File: src/rtl/inst_fetch_pkg.sv
// inst_fetch_pkg: shared fetch/decode widths, instruction field positions and fetch state encoding
package inst_fetch_pkg;
  localparam int INST_LEN = 17;
  localparam int PC_LEN = 5;
  localparam int PROG_DEPTH = 32;
  localparam int ALU_MSB = 16;
  localparam int ALU_LSB = 15;
  localparam int OP1_MSB = 14;
  localparam int OP1_LSB = 10;
  localparam int OP2_MSB = 9;
  localparam int OP2_LSB = 5;
  localparam int DEST_MSB = 4;
  localparam int DEST_LSB = 0;
  typedef logic [PC_LEN:0] cnt_t;
  typedef enum logic {IDLE, RUN} fetch_state_t;
endpackage

File: src/rtl/inst_fetch_mem.sv
// inst_mem: program store with one synchronous write port and one registered read port
module inst_mem
  import inst_fetch_pkg::*;
(
  input  logic                clk,
  input  logic                rst,
  input  logic                we,
  input  logic [PC_LEN-1:0]   waddr,
  input  logic [INST_LEN-1:0] wdata,
  input  logic                re,
  input  logic [PC_LEN-1:0]   raddr,
  output logic [INST_LEN-1:0] rdata
);
  logic [INST_LEN-1:0] mem [PROG_DEPTH];
  always_ff @(posedge clk)
    if (we) mem[waddr] <= wdata;
  always_ff @(posedge clk)
    if (rst) rdata <= '0;
    else if (re) rdata <= mem[raddr];
endmodule

File: src/rtl/inst_fetch.sv
// inst_fetch: walks the program memory from address 0 and hands words to decode with a valid/stall handshake
module inst_fetch
  import inst_fetch_pkg::*;
(
  input  logic                clk,
  input  logic                rst,
  input  logic                load_en,
  input  logic [PC_LEN-1:0]   load_addr,
  input  logic [INST_LEN-1:0] load_data,
  input  logic [PC_LEN:0]     prog_len,
  input  logic                start,
  input  logic                stall,
  output logic [INST_LEN-1:0] inst,
  output logic                inst_valid,
  output logic [PC_LEN-1:0]   pc,
  output logic                busy,
  output logic                done
);
  fetch_state_t state, state_nxt;
  cnt_t nxt, len;
  logic accept, fetch, finish, we;
  always_ff @(posedge clk)
    if (rst) begin
      state <= IDLE;
      nxt <= '0;
      len <= '0;
      pc <= '0;
      inst_valid <= 1'b0;
      done <= 1'b0;
    end else begin
      state <= state_nxt;
      done <= finish;
      if (accept) begin
        nxt <= '0;
        len <= prog_len > cnt_t'(PROG_DEPTH) ? cnt_t'(PROG_DEPTH) : prog_len;
      end
      if (fetch) begin
        pc <= nxt[PC_LEN-1:0];
        nxt <= nxt + 1'b1;
        inst_valid <= 1'b1;
      end
      if (finish) inst_valid <= 1'b0;
    end
  always_comb
    state_nxt = accept ? RUN : finish ? IDLE : state;
  always_comb begin
    accept = state == IDLE && start && prog_len != '0;
    fetch = state == RUN && !stall && nxt < len;
    finish = state == RUN && !stall && nxt == len;
    we = state == IDLE && load_en && 32'(load_addr) < 32'(PROG_DEPTH);
    busy = state == RUN;
  end
  inst_mem u_mem (
    .clk(clk),
    .rst(rst),
    .we(we),
    .waddr(load_addr),
    .wdata(load_data),
    .re(fetch),
    .raddr(nxt[PC_LEN-1:0]),
    .rdata(inst)
  );
endmodule

File: config.mk
export PLATFORM = sky130hd
export DESIGN_NAME = inst_fetch
export DESIGN_NICKNAME = d
export VERILOG_FILES = /design/src/rtl/inst_fetch_pkg.sv /design/src/rtl/inst_fetch_mem.sv /design/src/rtl/inst_fetch.sv
export SDC_FILE = /design/constraint.sdc
export NUM_CORES = 1
export LEC_CHECK = 0
export CAP_MARGIN = 15
export CELL_PAD_IN_SITES_DETAIL_PLACEMENT = 2
export CELL_PAD_IN_SITES_GLOBAL_PLACEMENT = 2
export CORE_MARGIN = 5
export CORE_UTILIZATION = 50
export DETAILED_ROUTE_END_ITERATION = 10
export PLACE_DENSITY = 0.92
export SLEW_MARGIN = 0
export SYNTH_ARGS = -nofsm -noshare
export SYNTH_HDL_FRONTEND = slang
export SYNTH_SLANG_ARGS = --single-unit
File: constraint.sdc
create_clock -name clk -period 5.2 [get_ports clk]
set_clock_uncertainty 0.05 [all_clocks]
set_input_delay 1.04 -clock clk [delete_from_list [all_inputs] [get_ports clk]]
set_output_delay 1.04 -clock clk [all_outputs]
set_load 0.01 [all_outputs]
==> results.md, run 1 <==
- 1st-iter DRT viols: 1650
- Fill cells: 3785
- Post-route minimum period: 3670 ps
- Layout area overhead: 13.5%
- Clock latency on the worst-skew pair: 640 ps
- Post-placement cell count: 1942
- Multi-input logic area: 5350 um^2
- Synth top area cells: edfxtp_1 71%, mux2i_1 12%, a22oi_1 4.3%, dfxtp_1 3.2%, a21oi_1 1.8%
- Setup Buffers After CTS: 0
- TritonCTS buffer count: 58
- Routed WL per cell: 39.2 um
- Synth Register Bits: 581
- Critical path's top delay family: flip-flops
- Bufs on Longest Clock Path: 3
- CTS Root Buffer Type: clkbuf_16
- Clock power frac: 44.2%
- Post-Synthesis Cells: 1334
- Post-synth EDFFs: 544
- Routed Antenna Nets: 0
- Site row count: 78
- Multiplexer area fraction after synthesis: 12.0%
- Cell at the slowest stage of the critical path: dfxtp_4
- I/O pins: 58
- Post-CTS sizing: 0
- H-tree lvl count: 2
- CP Buf/Inv Count: 1
- Worst setup SP type: flop
- Post-Layout Cell Count: 2051
- Mean Syn Cell Area: 17.2 um^2
- Cell Area, Synth: 22900 um^2
- Vias in the first global route: 14200
- Fraction of the yosys area taken by sequential cells: 74.6%
- Crit Path Max Fanout: 61
- GP Congestion: 0.854
- Largest net degree at the start of global routing: 67
- Die area: 50200 um^2
- Sw power: 2.21 mW
- Sequential Power Share: 52.6%
- Final period utilization: 70.5%
- Synth cell count leaders: 544 x edfxtp_1, 268 x mux2i_1, 132 x a22oi_1
- Final Hold Fails: 0
- Crit. End Element: flop
- Post-Route WL: 80300 um
- Synth top area share: 71.3%
- Maximum vdd drop: 0.000295 V
- Gate power share: 3.2%
- Cts hold-fix bufs: 0
- Die Ht: 224 um
- Slew margin rel.: 17.5%
- Setup Viol. Count Final: 0
- Worst-margin pin slew: 1240 ps
- Syn. warnings: 0
- WP data arrival: 4150 ps
- Post-Synth Adder-Cell Area: 0.382%
- Final Slew Violations: 0
- # nets final: 1442
- Core region area: 45400 um^2
- Initial antenna violation count: 2
- DP HPWL: 46600 um
- First-pass GRT wire length: 115000 um
- N_diodes: 0
- CTS tree: yes
- Netlist cell types: 39
- Count leader, synth: edfxtp_1
- Slowest stage delay, CP: 1110 ps
- Synth Area in Simple Gates: 3.10%
- RSZ-0062 raised after global routing: false
- Syn Nets: 1374
- Post-synthesis compound-gate area fraction: 7.46%
- Max Fclk: 0.273 GHz
- Vias: 13700
- Status: complete, no violations
- All-Layer GR Usage: 31.8%
- Fraction of registers with async set/reset: 0%
- Clk sinks: 581
- Fraction of layout cells with a size suffix above 1: 13.3%
- CP Class: reg2reg
- Worst path cell trace: buf_12 > mux2i_1 > a22oi_1 > a21oi_1 > or4_1 > a211oi_2
- Initial Utilization: 50.5%
- Sequential cell area: 17100 um^2
- Leak: 7.76 nW
- Most common flop cell mapped by yosys: edfxtp_1
- Worst Path Required: 5690 ps
- Hold WC Path Type: reg2reg
- Int Power: 7.61 mW
- # DRC: 0
- Reg clk slew, reported paths: 60 ps
- Largest family of logic cells by synthesized area: multiplexers
- IO buf count: 57
- Synth area leader: edfxtp_1
- Via/cell ratio: 6.66
- Max_cap viols: 0
- Setup_tns: 0 ps
- PwrDens: 378 nW/um^2
- Post-Synth XOR/XNOR Area: 0%
- Net Sw Frac: 22.5%
- GRT overflow: 0
- Die W: 224 um
- First drt pass iteration count: 6
[cell families (layout without fill, tap and decap cells)]
group,Yosys count,in the layout
multiplexers,271,271
buffers and inverters,93,210
flip-flops,581,581
AO/OA/AOI/OAI,242,242
adder cells (fa/ha/maj),7,7
AND/OR/NAND/NOR,140,140
[worst paths after layout]
check	endpoint	slack (ps)	startpoint	cells after the start
worst max register to register	u_mem.rdata[8]$_SDFFE_PP0P_	1530	nxt[2]$_SDFFE_PP0P_	6
worst max-delay path	u_mem.rdata[8]$_SDFFE_PP0P_	1530	nxt[2]$_SDFFE_PP0P_	6
worst min-delay path	pc[4]$_SDFFE_PP0P_	420	pc[4]$_SDFFE_PP0P_	2
worst min register to register	pc[4]$_SDFFE_PP0P_	420	pc[4]$_SDFFE_PP0P_	2
[power by group through the flow]
stage | Clock (mW) | Sequential (mW) | Combinational [mW]
2_1_floorplan | 0 | 5.26 | 0.0945
3_3_place_gp | 0 | 5.26 | 0.268
3_5_place_dp | 0 | 5.26 | 0.301
4_1_cts | 4.37 | 5.17 | 0.310
5_1_grt | 4.60 | 5.17 | 0.322
6_report | 4.34 | 5.17 | 0.313
[cells in the final DEF, fill, tap and decap left out, types with 8 or more instances in the layout]
| cell | count |
|---|---|
| nand3_1 | 9 |
| inv_1 | 8 |
| a22oi_1 | 132 |
| a21oi_1 | 82 |
| edfxtp_1 | 544 |
| nor2_1 | 36 |
| clkinv_2 | 25 |
| clkdlybuf4s50_1 | 53 |
| nor2_2 | 24 |
| clkbuf_16 | 59 |
| or4_1 | 19 |
| mux2i_1 | 268 |
| buf_4 | 30 |
| nand2_1 | 20 |
| dfxtp_1 | 36 |
| a211oi_2 | 15 |
[worst reg2reg max path, cell delays in order (launching register included)]
cell and delay [ps]:
dfxtp_4 1110, buf_12 510, mux2i_1 310, a22oi_1 580, a21oi_1 170, or4_1 630, a211oi_2 240
[metal layers]
layer	share of wire, %	vias up	wire length (um)	GRT usage, %
met1	41	7294	32800	44.0
met2	48	755	38600	51.4
li1	-	5439	-	-
met4	4.1	4	3300	11.6
met5	0.039	-	31	0
met3	7.0	160	5590	5.45
[flip-flops by register name (all words and copies together), names as in the netlist]
name	count
pc	5
busy	1
done	1
u_mem.rdata	17
inst_valid	1
len	6
u_mem.mem	544
nxt	6
[final cells by class]
cell class                 instances  area share, %
sequential                       581           65.7
multi-input combinational        660           20.6
clock buffer                      70           5.99
timing repair buffer              92           3.37
tap                              600           2.89
clock inverter                    39           1.30
inverter                           9          0.130
[stage by stage]
stage	hold WS, ps	utilization (%)	total power [mW]	worst slack [ps]	instance area [um^2]
2_1_floorplan	407	-	5.35	2290	22900
3_3_place_gp	401	53.1	5.53	1660	24100
3_5_place_dp	409	53.1	5.57	1370	24100
4_1_cts	417	57.3	9.85	1660	26000
5_1_grt	452	57.3	10.1	1520	26000
6_report	420	57.3	9.82	1530	26000
(Power assumes the default switching activity.)
==> run 2, diff against run 1 <==
--- a/config.mk
+++ b/config.mk
@@ -9,9 +9,9 @@
 export CELL_PAD_IN_SITES_DETAIL_PLACEMENT = 2
 export CELL_PAD_IN_SITES_GLOBAL_PLACEMENT = 2
 export CORE_MARGIN = 5
-export CORE_UTILIZATION = 50
+export CORE_UTILIZATION = 47
 export DETAILED_ROUTE_END_ITERATION = 10
-export PLACE_DENSITY = 0.92
+export PLACE_DENSITY = 0.88
 export SLEW_MARGIN = 0
 export SYNTH_ARGS = -nofsm -noshare
 export SYNTH_HDL_FRONTEND = slang
==> constraint.sdc (replaced) <==
create_clock -name clk -period 3.4 [get_ports clk]
set_clock_uncertainty 0.05 [all_clocks]
set_input_delay 0.68 -clock clk [delete_from_list [all_inputs] [get_ports clk]]
set_output_delay 0.68 -clock clk [all_outputs]
set_load 0.01 [all_outputs]
==> run 2 against run 1 <==
Net effect: count of clock-buffer cells in the layout up 8; first-iteration DRC count rose by 2.7%; register-to-register slack worse by 1100 ps; via count increased by 0.72%; final cell count grew 2.7%; routed wire length fell by 1.2%; fmax up 25%; setup slack worse by 1100 ps; sequential share of layout area shrank 1.0 points.
==> results.md, run 2 (synthesized netlist as in run 1, its figures left out) <==
- Biggest register: u_mem.mem
- First drt pass iteration count: 5
- N_diodes: 0
- 1st-iter DRT viols: 1694
- Cell at the slowest stage of the critical path: dfxtp_1
- WP data arrival: 3400 ps
- Top Registers: u_mem.mem x544, u_mem.rdata x17
- CP Class: reg2reg
- Top cell by count, worst path: a21o_1
- Routed WL per cell: 37.6 um
- Die Ht: 231 um
- Status: complete, no violations
- CP Buf/Inv Count: 0
- RSZ-0062 raised after global routing: false
- DP HPWL: 43600 um
- Critical path's top delay family: compound AO/OA/AOI/OAI gates
- Max Fclk: 0.340 GHz
- Leak: 7.98 nW
- Initial Utilization: 47.8%
- GRT overflow: 0
- Levels on crit path: 6
- Crit Path Max Fanout: 13
- Worst-margin pin slew: 1030 ps
- Final Hold Fails: 0
- Cts hold-fix bufs: 0
- WHS Path Cells: 3
- Setup Viol. Count Final: 0
- Post-route minimum period: 2940 ps
- Slowest stage delay, CP: 730 ps
- Die area: 53200 um^2
- PwrDens: 566 nW/um^2
- Cell count of the worst reg-to-reg path: 6
- Commonest non-fill, non-tap cell in the layout: edfxtp_1
- Tot Pwr: 14.9 mW
- Post-CTS sizing: 0
- Worst setup SP type: flop
- Reg2Reg Launch Point: nxt[3]$_SDFFE_PP0P_
- Die W: 231 um
- First-pass GRT wire length: 114000 um
- Fill cells: 4036
- H-tree lvl count: 2
- Max FFs per register: 544
- Final period utilization: 86.6%
- # nets final: 1484
- Core region area: 47900 um^2
- Worst Path Required: 3860 ps
- Hold WC Path Type: in2reg
- TritonCTS buffer count: 59
- Setup crit start: nxt[3]$_SDFFE_PP0P_
- CTS Root Buffer Type: clkbuf_16
- Setup_tns: 0 ps
- Clk sinks: 581
- Maximum vdd drop: 0.000501 V
- Setup Buffers After CTS: 0
- Initial antenna violation count: 0
- Vias in the first global route: 14900
- R2r setup slk: 460 ps
- I/O pins: 58
- # DRC: 0
- All-Layer GR Usage: 29.6%
- Post-Route WL: 79300 um
- Site row count: 80
- Slew margin rel.: 31.0%
- Via/cell ratio: 6.53
- Crit. End Element: flop
- IO buf count: 57
- Routed Antenna Nets: 0
- Worst path cell trace: ha_1 > a21o_1 > a21o_1 > a211o_1 > or4_1 > o32ai_1
- Most frequent cells in the layout: 544 x edfxtp_1, 268 x mux2i_1, 132 x a22oi_1
- Max_cap viols: 0
- Vias: 13800
- Fraction of layout cells with a size suffix above 1: 14.6%
- Hold wc startpoint: rst
- Clock latency on the worst-skew pair: 670 ps
- Largest net degree at the start of global routing: 68
- Final Slew Violations: 0
- Bufs on Longest Clock Path: 3
- Reg clk slew, reported paths: 60 ps
- Layout area overhead: 15.3%
- CTS tree: yes
- GP Congestion: 0.808
[run 2: cell count changes in the layout (fill, tap and decap cells not counted), sizes merged]
cell           delta
buf              +37
clkbuf            +9
bufinv            -3
clkdlybuf4s50     +3
clkinvlp          -3
inv               -2
[run 2: path summary, 6_finish.rpt]
kind                                       end
setup / recovery  u_mem.rdata[16]$_SDFFE_PP0P_
hold / removal    u_mem.rdata[16]$_SDFFE_PP0P_
setup reg to reg  u_mem.rdata[16]$_SDFFE_PP0P_
hold reg to reg             pc[2]$_SDFFE_PP0P_
[run 2: worst register-to-register path, cell delays in order, from the launching register on]
cell and delay, ps:
dfxtp_1 730, ha_1 370, a21o_1 180, a21o_1 220, a211o_1 490, or4_1 600
o32ai_1 190
[run 2: cell type report]
class	count	area (um^2)	share of cell area [%]
clock buffers	78	1620	6.13
clock inverters	31	249	0.943
inverters	9	33.8	0.128
multi-input cells	660	5350	20.3
flip-flops and latches	581	17100	64.7
well taps	615	769	2.91
repair buffers	133	1300	4.92
[run 2: per-stage QoR]
step	instances	utilization (%)	cell area, um^2	worst slack (ps)	hold WS (ps)
final	2107	55.1	26400	457	416
after global routing	2107	55.1	26400	404	407
after CTS	2105	54.9	26300	476	394
after detailed placement	1996	51.1	24500	343	432
after global placement	1996	51.1	24500	529	409
after floorplan	1334	-	22900	850	407
[run 2: per-layer routing]
metal / global-route usage (%) / share of wire, % / wire (um) / up-vias
li1: - / - / - / 5525
met1: 38.2 / 39 / 31100 / 7276
met2: 50.2 / 49 / 39200 / 729
met3: 4.51 / 5.7 / 4550 / 220
met4: 13.3 / 5.6 / 4430 / 0
met5: 0 / 0 / 0 / -
[run 2: power breakdown]
group	switching, mW	total [mW]	internal (mW)
clock	3.05	6.56	3.51
sequential	0.0299	7.90	7.87
combinational	0.339	0.475	0.137
total	3.42	14.9	11.5
==> run 3, diff against run 2 <==
--- a/config.mk
+++ b/config.mk
@@ -5,13 +5,14 @@
 export SDC_FILE = /design/constraint.sdc
 export NUM_CORES = 1
 export LEC_CHECK = 0
-export CAP_MARGIN = 15
+export CAP_MARGIN = 20
 export CELL_PAD_IN_SITES_DETAIL_PLACEMENT = 2
 export CELL_PAD_IN_SITES_GLOBAL_PLACEMENT = 2
 export CORE_MARGIN = 5
 export CORE_UTILIZATION = 47
 export DETAILED_ROUTE_END_ITERATION = 10
 export PLACE_DENSITY = 0.88
+export REMOVE_ABC_BUFFERS = 1
 export SLEW_MARGIN = 0
 export SYNTH_ARGS = -nofsm -noshare
 export SYNTH_HDL_FRONTEND = slang
==> run 3 against run 2 <==
Net effect: critical path depth unchanged; routed wire length decreased by 4.6%; via count decreased by 2.3%; critical endpoint is now u_mem.rdata[8]$_SDFFE_PP0P_; setup slack improved by 100 ps; power increased by 0.17%; critical path type unchanged; sequential power about the same; flip-flop and latch count unchanged; non-clock buffer count increased by 8; clock power about the same; fmax increased by 3.6%; core utilization increased by 0.44 points; sequential share of layout area decreased by 0.51 points.
==> results.md, run 3 (synthesized netlist as in run 1, its figures left out) <==
- Slew margin rel.: 33.5%
- Setup_tns: 0 ps
- First drt pass iteration count: 5
- Final Slew Violations: 0
- Max FFs per register: 544
- Clk sinks: 581
- Cell count of the worst reg-to-reg path: 6
- # DRC: 0
- R2r setup slk: 560 ps
- CP Buf/Inv Count: 1
- All-Layer GR Usage: 28.3%
- Clock latency on the worst-skew pair: 620 ps
- Most frequent cells in the layout: 544 x edfxtp_1, 268 x mux2i_1, 132 x a22oi_1
- Maximum vdd drop: 0.000557 V
- GP Congestion: 0.783
- Setup Buffers After CTS: 0
- Routed Antenna Nets: 0
- First-pass GRT wire length: 109000 um
- R2r endpoint: u_mem.rdata[8]$_SDFFE_PP0P_
- Hold WC Path Type: reg2reg
- Cts hold-fix bufs: 0
- Slowest stage delay, CP: 730 ps
- Cell at the slowest stage of the critical path: dfxtp_1
- Core region area: 47900 um^2
- Setup Viol. Count Final: 0
- Site row count: 80
- Post-Route WL: 75700 um
- Hold wc startpoint: pc[1]$_SDFFE_PP0P_
- RSZ-0062 raised after global routing: false
- Max_cap viols: 0
- Levels on crit path: 6
- Post-route minimum period: 2840 ps
- Place WS: 273 ps
- GRT overflow: 0
- Bufs on Longest Clock Path: 3
- I/O pins: 58
- DP HPWL: 45400 um
- Top Registers: u_mem.mem x544, u_mem.rdata x17
- Final Hold Fails: 0
- Worst path cell trace: nor2_4 > buf_4 > a22oi_1 > a21oi_1 > or4_1 > a211oi_2
- Post-CTS sizing: 0
- Reg2Reg Launch Point: nxt[3]$_SDFFE_PP0P_
- WP data arrival: 3320 ps
- CTS Root Buffer Type: clkbuf_16
- Vias: 13400
- Critical path's top delay family: compound AO/OA/AOI/OAI gates
- Final period utilization: 83.5%
- Die Ht: 231 um
- Crit. End Element: flop
- Biggest register: u_mem.mem
- Via/cell ratio: 6.35
- Leak: 8.06 nW
- Initial Utilization: 47.8%
- Commonest non-fill, non-tap cell in the layout: edfxtp_1
- N_diodes: 0
- 1st-iter DRT viols: 1450
- PwrDens: 562 nW/um^2
- WHS Path Cells: 2
- Routed WL per cell: 35.8 um
- IO buf count: 57
- CP Class: reg2reg
- Worst Path Required: 3880 ps
- Layout area overhead: 16.2%
- Die W: 231 um
- Largest net degree at the start of global routing: 67
- Vias in the first global route: 14600
- Hold endpoint: pc[1]$_SDFFE_PP0P_
- Worst setup SP type: flop
- Crit Path Max Fanout: 66
- TritonCTS buffer count: 59
- Initial antenna violation count: 4
- Worst-margin pin slew: 998 ps
- H-tree lvl count: 2
- Die area: 53200 um^2
- Fraction of layout cells with a size suffix above 1: 15.3%
- Max Fclk: 0.352 GHz
- Worst Slack Setup Final: 561 ps
- # nets final: 1492
- Status: complete, no violations
- Reg clk slew, reported paths: 60 ps
- CTS tree: yes
==> run 3: worst min-delay path: stages (launching register included) <==
cell and delay, ps:
dfxtp_1 310, nand2_1 60, a21oi_1 60
==> run 3: stage by stage <==
stage / cells / util [%] / instance area (um^2) / hold WS, ps / power (mW)
2_1_floorplan: 1250 / - / 22400 / 407 / 8.18
3_3_place_gp: 2003 / 51.3 / 24600 / 395 / 8.44
4_1_cts: 2113 / 55.3 / 26500 / 429 / 15.0
5_1_grt: 2116 / 55.5 / 26600 / 442 / 15.4
3_5_place_dp: 2003 / 51.3 / 24600 / 412 / 8.51
6_report: 2116 / 55.5 / 26600 / 432 / 15.0
==> run 3: power by group <==
group	switching [mW]	leakage [nW]	internal, mW
clock network	2.81	0.944	3.78
logic	0.331	1.92	0.142
registers	0.0301	5.20	7.87
total	3.17	8.06	11.8
==> run 3: final cells by class <==
type	count	area, um^2
Clock buffer	77	1620
Tap cell	615	769
Sequential cell	581	17100
Fill cell	4107	21300
Clock inverter	33	297
Timing Repair Buffer	141	1440
Inverter	9	33.8
Multi-Input combinational cell	660	5370
==> run 3: layer usage <==
| metal | global-route usage [%] | wire [um] | vias up |
|---|---|---|---|
| met3 | 6.13 | 5370 | 167 |
| met2 | 46.5 | 36900 | 622 |
| met5 | 0 | 27 | - |
| li1 | - | - | 5541 |
| met1 | 38.1 | 30700 | 7100 |
| met4 | 9.01 | 2700 | 4 |
==> run 3: how the worst max path moves through the flow <==
stage | start | to | slack, ps
after floorplan | nxt[2]$_SDFFE_PP0P_ | nxt[2]$_SDFFE_PP0P_ | -10740
after global placement | prog_len[1] | nxt[2]$_SDFFE_PP0P_ | 550
after detailed placement | prog_len[1] | nxt[3]$_SDFFE_PP0P_ | 270
after CTS | nxt[3]$_SDFFE_PP0P_ | u_mem.rdata[8]$_SDFFE_PP0P_ | 550
after global routing | nxt[0]$_SDFFE_PP0P_ | nxt[3]$_SDFFE_PP0P_ | 440
final | nxt[3]$_SDFFE_PP0P_ | u_mem.rdata[8]$_SDFFE_PP0P_ | 560
